**src/rtl/fas_pkg.sv**
```systemverilog
// Shared definitions for the frequency-analysis chain: FSM state codes and
// the index-width / scan-length helpers used by the FFT and peak stages.
package fas_pkg;

    // FSM state codes
    localparam logic [1:0] ST_IDLE = 2'd0;
    localparam logic [1:0] ST_SCAN = 2'd1;
    localparam logic [1:0] ST_DONE = 2'd2;

    // Bits needed to index n bins (at least one bit).
    function automatic int idx_w(input int n);
        return (n < 2) ? 1 : $clog2(n);
    endfunction

    // Number of bins scanned per frame.
    function automatic int scan_len(input int n, input int half, input int skip_dc);
        return ((half != 0) ? n / 2 : n) - ((skip_dc != 0) ? 1 : 0);
    endfunction

    // First bin scanned per frame.
    function automatic int first_bin(input int skip_dc);
        return (skip_dc != 0) ? 1 : 0;
    endfunction

endpackage

```
**src/rtl/spectrum_mag_sq.sv**
```systemverilog
// Combinational magnitude-squared of one complex bin: re*re + im*im.
// Each square is non-negative and at most 2^(2W-2), so the 2W-bit unsigned
// sum cannot overflow even for the (-2^(W-1), -2^(W-1)) corner.
module spectrum_mag_sq #(
    parameter int W = 16
) (
    input  logic signed [W-1:0]   i_re,
    input  logic signed [W-1:0]   i_im,
    output logic        [2*W-1:0] o_mag
);

    logic signed [2*W-1:0] w_re_sq;
    logic signed [2*W-1:0] w_im_sq;

    assign w_re_sq = i_re * i_re;
    assign w_im_sq = i_im * i_im;
    assign o_mag   = $unsigned(w_re_sq) + $unsigned(w_im_sq);

endmodule

```
**src/rtl/spectrum_peak_finder.sv**
```systemverilog
// Spectral peak finder: takes a whole FFT frame in one beat, scans one bin
// per cycle for the largest |X|^2 and reports the winning index with a
// one-cycle done pulse. A one-deep pending buffer absorbs a frame arriving
// mid-scan; a further frame during SCAN is dropped and flagged on overrun.
module spectrum_peak_finder
    import fas_pkg::*;
#(
    parameter int N       = 16,
    parameter int W       = 16,
    parameter int SKIP_DC = 0,
    parameter int HALF    = 0
) (
    input  logic                        i_clk,
    input  logic                        i_rst,
    input  logic                        i_fft_valid,
    input  logic [N*2*W-1:0]            i_fft_d,
    output logic                        o_done,
    output logic [idx_w(N)-1:0]         o_freq,
    output logic [2*W-1:0]              o_peak_mag,
    output logic                        o_busy,
    output logic                        o_overrun,
    output logic [1:0]                  o_dbg_state
);

    localparam int IW   = idx_w(N);
    localparam int K    = scan_len(N, HALF, SKIP_DC);
    localparam int B0   = first_bin(SKIP_DC);
    localparam int LAST = B0 + K - 1;
    localparam int FW   = N * 2 * W;

    localparam logic [IW-1:0] B0_I   = IW'(B0);
    localparam logic [IW-1:0] LAST_I = IW'(LAST);

    logic [1:0]     r_state;
    logic [FW-1:0]  r_active;
    logic [FW-1:0]  r_pending;
    logic           r_pend_v;
    logic [IW-1:0]  r_idx;
    logic [2*W-1:0] r_max;
    logic [IW-1:0]  r_arg;
    logic           r_done;
    logic [IW-1:0]  r_freq;
    logic [2*W-1:0] r_peak;

    logic [2*W-1:0] w_bin;
    logic [2*W-1:0] w_mag;
    logic           w_take;
    logic [2*W-1:0] w_max_nxt;
    logic [IW-1:0]  w_arg_nxt;

    // N:1 bin select from the active frame on the scan index
    always_comb begin
        w_bin = '0;
        for (int k = 0; k < N; k++) begin
            if (r_idx == IW'(k)) begin
                w_bin = r_active[k*2*W +: 2*W];
            end
        end
    end

    spectrum_mag_sq #(.W(W)) u_mag (
        .i_re  (w_bin[2*W-1:W]),
        .i_im  (w_bin[W-1:0]),
        .o_mag (w_mag)
    );

    // Strictly-greater compare keeps the lowest index on ties; the first
    // scanned bin always loads so the running max needs no sentinel.
    assign w_take    = (r_idx == B0_I) || (w_mag > r_max);
    assign w_max_nxt = w_take ? w_mag : r_max;
    assign w_arg_nxt = w_take ? r_idx : r_arg;

    // Scan FSM, frame buffering and result registers
    always_ff @(posedge i_clk) begin
        if (i_rst) begin
            r_state  <= ST_IDLE;
            r_pend_v <= 1'b0;
            r_idx    <= '0;
            r_max    <= '0;
            r_arg    <= '0;
            r_done   <= 1'b0;
            r_freq   <= '0;
            r_peak   <= '0;
        end else begin
            r_done <= 1'b0;
            case (r_state)
                ST_IDLE: begin
                    if (i_fft_valid) begin
                        r_active <= i_fft_d;
                        r_idx    <= B0_I;
                        r_max    <= '0;
                        r_arg    <= B0_I;
                        r_state  <= ST_SCAN;
                    end
                end
                ST_SCAN: begin
                    r_max <= w_max_nxt;
                    r_arg <= w_arg_nxt;
                    r_idx <= r_idx + 1'b1;
                    if (i_fft_valid && !r_pend_v) begin
                        r_pending <= i_fft_d;
                        r_pend_v  <= 1'b1;
                    end
                    if (r_idx == LAST_I) begin
                        r_state <= ST_DONE;
                        r_done  <= 1'b1;
                        r_freq  <= w_arg_nxt;
                        r_peak  <= w_max_nxt;
                    end
                end
                ST_DONE: begin
                    r_idx <= B0_I;
                    r_max <= '0;
                    r_arg <= B0_I;
                    if (r_pend_v) begin
                        // Pending frame starts next; a same-cycle arrival
                        // refills the pending slot, so nothing is lost.
                        r_active <= r_pending;
                        r_state  <= ST_SCAN;
                        if (i_fft_valid) begin
                            r_pending <= i_fft_d;
                        end else begin
                            r_pend_v <= 1'b0;
                        end
                    end else if (i_fft_valid) begin
                        r_active <= i_fft_d;
                        r_state  <= ST_SCAN;
                    end else begin
                        r_state <= ST_IDLE;
                    end
                end
                default: r_state <= ST_IDLE;
            endcase
        end
    end

    // Overrun flags the dropped beat itself, so it is combinational.
    assign o_overrun   = i_fft_valid && !i_rst && (r_state == ST_SCAN) && r_pend_v;
    assign o_busy      = (r_state != ST_IDLE);
    assign o_done      = r_done;
    assign o_freq      = r_freq;
    assign o_peak_mag  = r_peak;
    assign o_dbg_state = r_state;

endmodule

```
**config.mk**
```make
export PLATFORM = sky130hd
export DESIGN_NAME = spectrum_peak_finder
export DESIGN_NICKNAME = d
export VERILOG_FILES = /design/src/rtl/fas_pkg.sv /design/src/rtl/spectrum_mag_sq.sv /design/src/rtl/spectrum_peak_finder.sv
export SDC_FILE = /design/constraint.sdc
export NUM_CORES = 2
export LEC_CHECK = 0
export CORE_UTILIZATION = 25
export CTS_CLUSTER_DIAMETER = 40
export DETAILED_ROUTE_END_ITERATION = 7
export DONT_BUFFER_PORTS = 1
export SLEW_MARGIN = 25
export SYNTH_ARGS = -nofsm -noshare
export SYNTH_HDL_FRONTEND = slang
export SYNTH_SLANG_ARGS = --single-unit
```
**constraint.sdc**
```tcl
create_clock -name i_clk -period 52.8 [get_ports i_clk]
set_input_delay 2.64 -clock i_clk [delete_from_list [all_inputs] [get_ports i_clk]]
set_output_delay 2.64 -clock i_clk [all_outputs]
set_load 0.01 [all_outputs]
```
# [Word level (Yosys, flattened, before mapping)]
# Index checks and enable logic that the tools add are counted.
[totals] word_cells=99 ff_bits=1104
[op_classes] n_lt_le_gt_ge=1 bitwise=2 n_addsub=2 multipliers=2 n_reduce_logical=20 eq_ne=22 muxes=40
[op_table] op="$mux W512" count=5
[op_table] op="$pmux W512 S2" count=2
[op_table] op="$mux W32" count=18
[op_table] op="$pmux W32 S3" count=1
[op_table] op="$mul A16 B16 Y32" count=2
[op_table] op="$add A32 B32 Y32" count=1
[op_table] op="$eq A4 B4 Y1 const B" count=8
[op_table] op="$gt A32 B32 Y1" count=1
[op_table] op="$pmux W4 S3" count=2
[op_table] op="$eq A4 B3 Y1 const B" count=4
[op_table] op="$ne A2 B2 Y1 const B" count=5
[op_table] op="$reduce_and A2 Y1" count=5
[op_table] op="$eq A4 B2 Y1 const B" count=2
[op_table] op="$mux W4" count=2
[op_table] op="$mux W1" count=6
[op_table] op="$pmux W2 S3" count=1
[op_table] op="$reduce_bool A2 Y1" count=3
[op_table] op="$reduce_and A5 Y1" count=1
[op_table] op="$add A4 B1 Y4 const B" count=1
[op_table] op="$eq A4 B1 Y1 const B" count=1
[op_table] op="$logic_and A1 B1 Y1" count=4
[op_table] op="$logic_not A4 Y1" count=1
[op_table] op="$mux W2" count=2
[op_table] op="$reduce_bool A3 Y1" count=1
[op_table] op="8 further kinds" count=10

# [Logic depth before layout (Yosys ltp)]
[depth] ltp_word=23 depth_mapped=54 mapped_depth_nobuf=47

# [By module]
# A second synthesis with hierarchy kept.
[hier_totals] hier_cells=5845 area_unflattened_um2=67783.8
[by_module_without_submodules] mod="spectrum_peak_finder" area_per_inst_um2=50168.1 cells_each=4010 instances=1 seq_area_each_um2=32351.0
[by_module_without_submodules] mod="spectrum_mag_sq" area_per_inst_um2=17615.6 cells_each=1835 instances=1 seq_area_each_um2=0.0

# [Worst setup path before layout]
# Ideal clock, no wire load.
[synth_timing] path_kind="input -> register" from="input port i_rst" to="register r_active[0], enable pin" t_required_ns=51.398 stages=4 slack_ns=26.951 path_buffers=3 arrival_time_ns=24.446 path_cell_list="clkbuf_1 -> buf_1 -> clkbuf_1 -> nor2_1"
[synth_between] elab_chain_cells=2
[synth_lines] element="start, declared" line="spectrum_peak_finder.sv:14" source="input logic i_rst,"
[synth_lines] element="$not A1 Y1 (no line)"
[synth_lines] element="$reduce_and A2 Y1 (no line)"
[synth_lines] element="end signal, assigned" line="spectrum_peak_finder.sv:89" source="r_active <= i_fft_d;"
[synth_lines] element="end signal, assigned" line="spectrum_peak_finder.sv:118" source="r_active <= r_pending;"
[synth_lines] element="end signal, assigned" line="spectrum_peak_finder.sv:126" source="r_active <= i_fft_d;"
[synth_lines] element="end, declared" line="spectrum_peak_finder.sv:35" source="logic [FW-1:0] r_active;"
# No other way between the ends.
# A chain may end at the register's enable or synchronous reset.

# [Final worst setup path]
[layout_timing] from="register r_idx[0]" to="register r_max[24]"
[layout_between] elab_chain_cells=23 word_cells_on_any_way=39 cone_classes="add/sub: 1; mul: 2; order compare: 1; eq/ne: 15; mux: 18; reduce/logical: 2"
[layout_lines] element="start, declared" line="spectrum_peak_finder.sv:38" source="logic [IW-1:0] r_idx;"
[layout_lines] element="start signal, assigned" line="spectrum_peak_finder.sv:99" source="r_idx <= r_idx + 1'b1;"
[layout_lines] element="$logic_not A4 Y1" line="spectrum_peak_finder.sv:55, spectrum_peak_finder.sv:69"
[layout_lines] element="$mux W32 (16 in a row)" line="spectrum_peak_finder.sv:55" source="if (r_idx == IW'(k)) begin"
[layout_lines] element="$mul A16 B16 Y32, on equally long branches" line="spectrum_mag_sq.sv:15, spectrum_mag_sq.sv:16"
[layout_lines] element="$add A32 B32 Y32" line="spectrum_mag_sq.sv:17" source="assign o_mag = $unsigned(w_re_sq) + $unsigned(w_im_sq);"
[layout_lines] element="$gt A32 B32 Y1" line="spectrum_peak_finder.sv:69" source="assign w_take = (r_idx == B0_I) || (w_mag > r_max);"
[layout_lines] element="$logic_or A1 B1 Y1" line="spectrum_peak_finder.sv:69"
[layout_lines] element="$mux W32 *" line="spectrum_peak_finder.sv:70" source="assign w_max_nxt = w_take ? w_mag : r_max;"
[layout_lines] element="$pmux W32 S3 *" line="spectrum_peak_finder.sv:86" source="case (r_state)"
[layout_lines] element="end signal, assigned" line="spectrum_peak_finder.sv:97" source="r_max <= w_max_nxt;"
[layout_lines] element="end, declared" line="spectrum_peak_finder.sv:39" source="logic [2*W-1:0] r_max;"
# Every way passes the cells marked *; elsewhere a longest branch is shown, timed or not.

==> PnR_summary.wiki <==
{| class="wikitable"
! Metric !! Value
|-
| Mean Syn Cell Area || 11.7 sq um
|-
| Die extent in y || ~520 microns
|-
| Final-stage net count || ~6800
|-
| Setup Viol. Count Final || 0
|-
| Chip Width || 519 microns
|-
| Number of instances in the synthesized netlist || roughly 5700
|-
| Start-to-end type of the worst setup path || register to register
|-
| Violations in the final reports || DRC
|-
| Top-level I/O count || 556
|-
| Synthesized netlist net count || 6917
|-
| Post-CTS setup-driven buffer insertion count || 0
|-
| Area of the die || 269000 sq um
|-
| First-pass GRT wire length || 350 mm
|-
| Critical path's largest stage delay || roughly 750 ps
|-
| Outcome || complete, but fails checks
|-
| Post-synthesis async set-or-reset flop share || 0%
|-
| FP Rows || 189
|-
| Flip-flop and latch count after synthesis || about 1100
|-
| CTS Hold Buffers Added || 0
|-
| Max_cap viols || 0
|-
| Min Clock Period, post-route || 15120 ps
|-
| Yosys cell types || 90
|-
| Remaining routing DRC violations || 34
|-
| Crit. End Element || register
|-
| Sinks on Clock Net || approximately 1100
|-
| Number of nets with antenna violations after detailed routing || 0
|-
| Buffer cell driving the clock tree root || sky130_fd_sc_hd__clkbuf_16
|-
| Number of global-route vias before repair || approximately 46000
|-
| Clock tree from TritonCTS || yes
|-
| H-Tree Level Count || 4
|-
| Setup total negative slack || 0 ps
|-
| Ratio of cells with drive above 1 in the final layout || between 7 and 8%
|-
| First-pass DRT Iterations || 8
|-
| Clock-pin slew on the worst setup and hold paths || 60 ps
|-
| Initial antenna violation count || 48
|-
| Area growth, synth to finish || 14.9%
|-
| CP Launch Type || register
|-
| Initial DRC count || 4300
|-
| PostCTS Resize Cnt || 0
|-
| Sequential fraction of the synthesis area || 48.4%
|-
| Total number of vias || 45200
|-
| Max Root-Sink Buffers || 3
|-
| YS warnings || 0
|-
| Normalized max-slew margin || 20.7%
|-
| GRT Max-Usage Layer || met2
|-
| Met2 demand-to-capacity share in global routing || 28.8%
|-
| Total gr overflow || 0
|-
| Final number of max-transition violations || 0
|-
| Crit-path max FO || 66
|-
| Core Region || between 200000 and 300000 sq um
|-
| Number of hold violations in the final report || 0
|-
| Most common cell on crit path || sky130_fd_sc_hd__fa_1
|-
| GR met3 Demand/Resource || 5.79%
|-
| Leading cell type in the layout, fill and taps excluded || sky130_fd_sc_hd__edfxtp_1
|-
| Port Buffer Count || 0
|-
| Number of enable-type register cells in the synthesized netlist || around 1000
|-
| GR Layer Usage met1 || between 20 and 25%
|-
| Critical path's slowest cell || sky130_fd_sc_hd__ha_4
|-
| Detailed-route vias per instance || 4.83
|-
| Top library cells by usage in the layout, fill and taps aside || sky130_fd_sc_hd__edfxtp_1, sky130_fd_sc_hd__nor2_1, sky130_fd_sc_hd__inv_1
|-
| Data arrival, critical path || 15870 ps
|-
| Share of the clock period used by the worst path after layout || 28.6%
|-
| Total GRT Usage || 18.1%
|-
| Clock insertion delay at the later pin of the skew report || 830 ps
|-
| Estimated wirelength of the detail-placed design || 190 mm
|-
| Unrepaired setup endpoints after global routing || false
|-
| Wire per inst || 26.8 microns
|-
| Number of buffers added by the clock tree synthesis step || 162
|-
| Global placer's final weighted congestion || around 1
|-
| Main flop type after synthesis || sky130_fd_sc_hd__edfxtp_1
|-
| Worst hold margin || 485 ps
|-
| Pin count of the biggest net entering global routing || 229
|-
| Setup skew after layout || 69.3 ps
|-
| Cell area after synthesis || around 67000 sq um
|-
| Worst Hold Class || register to register
|-
| CP Data Required Time || 53550 ps
|-
| Achievable frequency || roughly 66 MHz
|-
| Filler instances || about 27000
|-
| Drt total wl || 250 mm
|-
| Initial core utilization || 25.2%
|-
| Worst-margin pin slew || 1180 ps
|}
registers in the layout (all words and copies together), names as in the netlist:
register and count:
o_dbg_state 2, o_done 1, o_freq 4, o_peak_mag 32
r_active 512, r_arg 4, r_idx 4, r_max 32
r_pend_v 1, r_pending 512
layer usage:
layer | wire (microns) | part of all wire (%)
met5 | 163 | 0.065
met4 | 14500 | 5.8
met3 | 22300 | 8.9
met2 | 116000 | 46
met1 | 97200 | 39
per-stage QoR:
stage               instance area, sq um  std cells  utilization [%]  setup slack [ps]
floorplan                          66800       5699                -             26950
global placement                   70700       8982             26.6             36610
detailed placement                 70800       8985             26.7             37790
CTS                                76500       9284             28.8             37690
global route                       76700       9328             28.9             37050
finish                             76800       9347             28.9             37680
cell families (layout without fill, tap and decap cells):
logic type,after synthesis,in the layout,synth area share (%)
simple gates,1195,1195,7.36
compound gates,1115,1115,10.5
other cells,0,58,0
fa+ha+maj,703,703,19.0
flops,1104,1104,48.4
buf+inv,986,1043,5.83
mux,542,542,8.13
xor+xnor,54,54,0.708
Yosys cell counts (21+ instances only):
master | count | share of area (%)
sky130_fd_sc_hd__edfxtp_1 | 1024 | 46
sky130_fd_sc_hd__nor2_1 | 801 | 4.5
sky130_fd_sc_hd__inv_1 | 633 | 3.6
sky130_fd_sc_hd__a21oi_1 | 607 | 4.5
sky130_fd_sc_hd__mux2i_1 | 539 | 8.1
sky130_fd_sc_hd__fa_1 | 518 | 16
sky130_fd_sc_hd__nand2_1 | 226 | 1.3
sky130_fd_sc_hd__clkbuf_1 | 220 | 1.2
sky130_fd_sc_hd__ha_1 | 185 | 3.5
sky130_fd_sc_hd__o21ai_0 | 89 | 0.67
sky130_fd_sc_hd__dfxtp_1 | 80 | 2.4
sky130_fd_sc_hd__buf_2 | 77 | 0.58
sky130_fd_sc_hd__a221oi_1 | 46 | 0.60
sky130_fd_sc_hd__a211oi_1 | 44 | 0.49
sky130_fd_sc_hd__a22o_1 | 43 | 0.56
sky130_fd_sc_hd__xnor2_1 | 43 | 0.56
sky130_fd_sc_hd__nand2b_1 | 33 | 0.31
sky130_fd_sc_hd__nand3_1 | 30 | 0.22
sky130_fd_sc_hd__a221o_1 | 26 | 0.39
sky130_fd_sc_hd__a22oi_1 | 25 | 0.28
sky130_fd_sc_hd__o211ai_1 | 24 | 0.27
sky130_fd_sc_hd__a31oi_1 | 21 | 0.20
sky130_fd_sc_hd__buf_4 | 21 | 0.24
final timing paths:
| kind | to | slack, ps | from | cells after the start |
|---|---|---|---|---|
| worst min register to register | r_arg[2]$_SDFFE_PP0P_ | 480 | r_arg[2]$_SDFFE_PP0P_ | 1 |
| worst max-delay path | r_max[24]$_SDFFE_PP0P_ | 37680 | r_idx[0]$_SDFFE_PP0P_ | 45 |
| worst min-delay path | r_arg[2]$_SDFFE_PP0P_ | 480 | r_arg[2]$_SDFFE_PP0P_ | 1 |
| worst max register to register | r_max[24]$_SDFFE_PP0P_ | 37680 | r_idx[0]$_SDFFE_PP0P_ | 45 |
area by class of cell:
cell class	count	area [sq um]	area share [%]
Timing Repair Buffer	96	917	1.19
Clock buffer	184	4260	5.55
Sequential cell	1104	32400	42.2
Antenna cell	58	145	0.189
Multi-Input combinational cell	3609	30700	40.1
Clock inverter	115	1470	1.92
Inverter	648	2430	3.17
Tap cell	3533	4420	5.76
worst max-delay path, delay by kind of cell, from the launching register on:
family                     cells  cell delay [ps]
AOI/OAI and AO/OA             15             4420
adders and majority gates     11             5400
buffers and inverters         10             1820
DFF                            1              550
and+or+nand+nor                9             2710
Power is left out: the tool's default activity adds up to more than one toggle a clock period on the data nets, which glitch-free logic cannot reach.
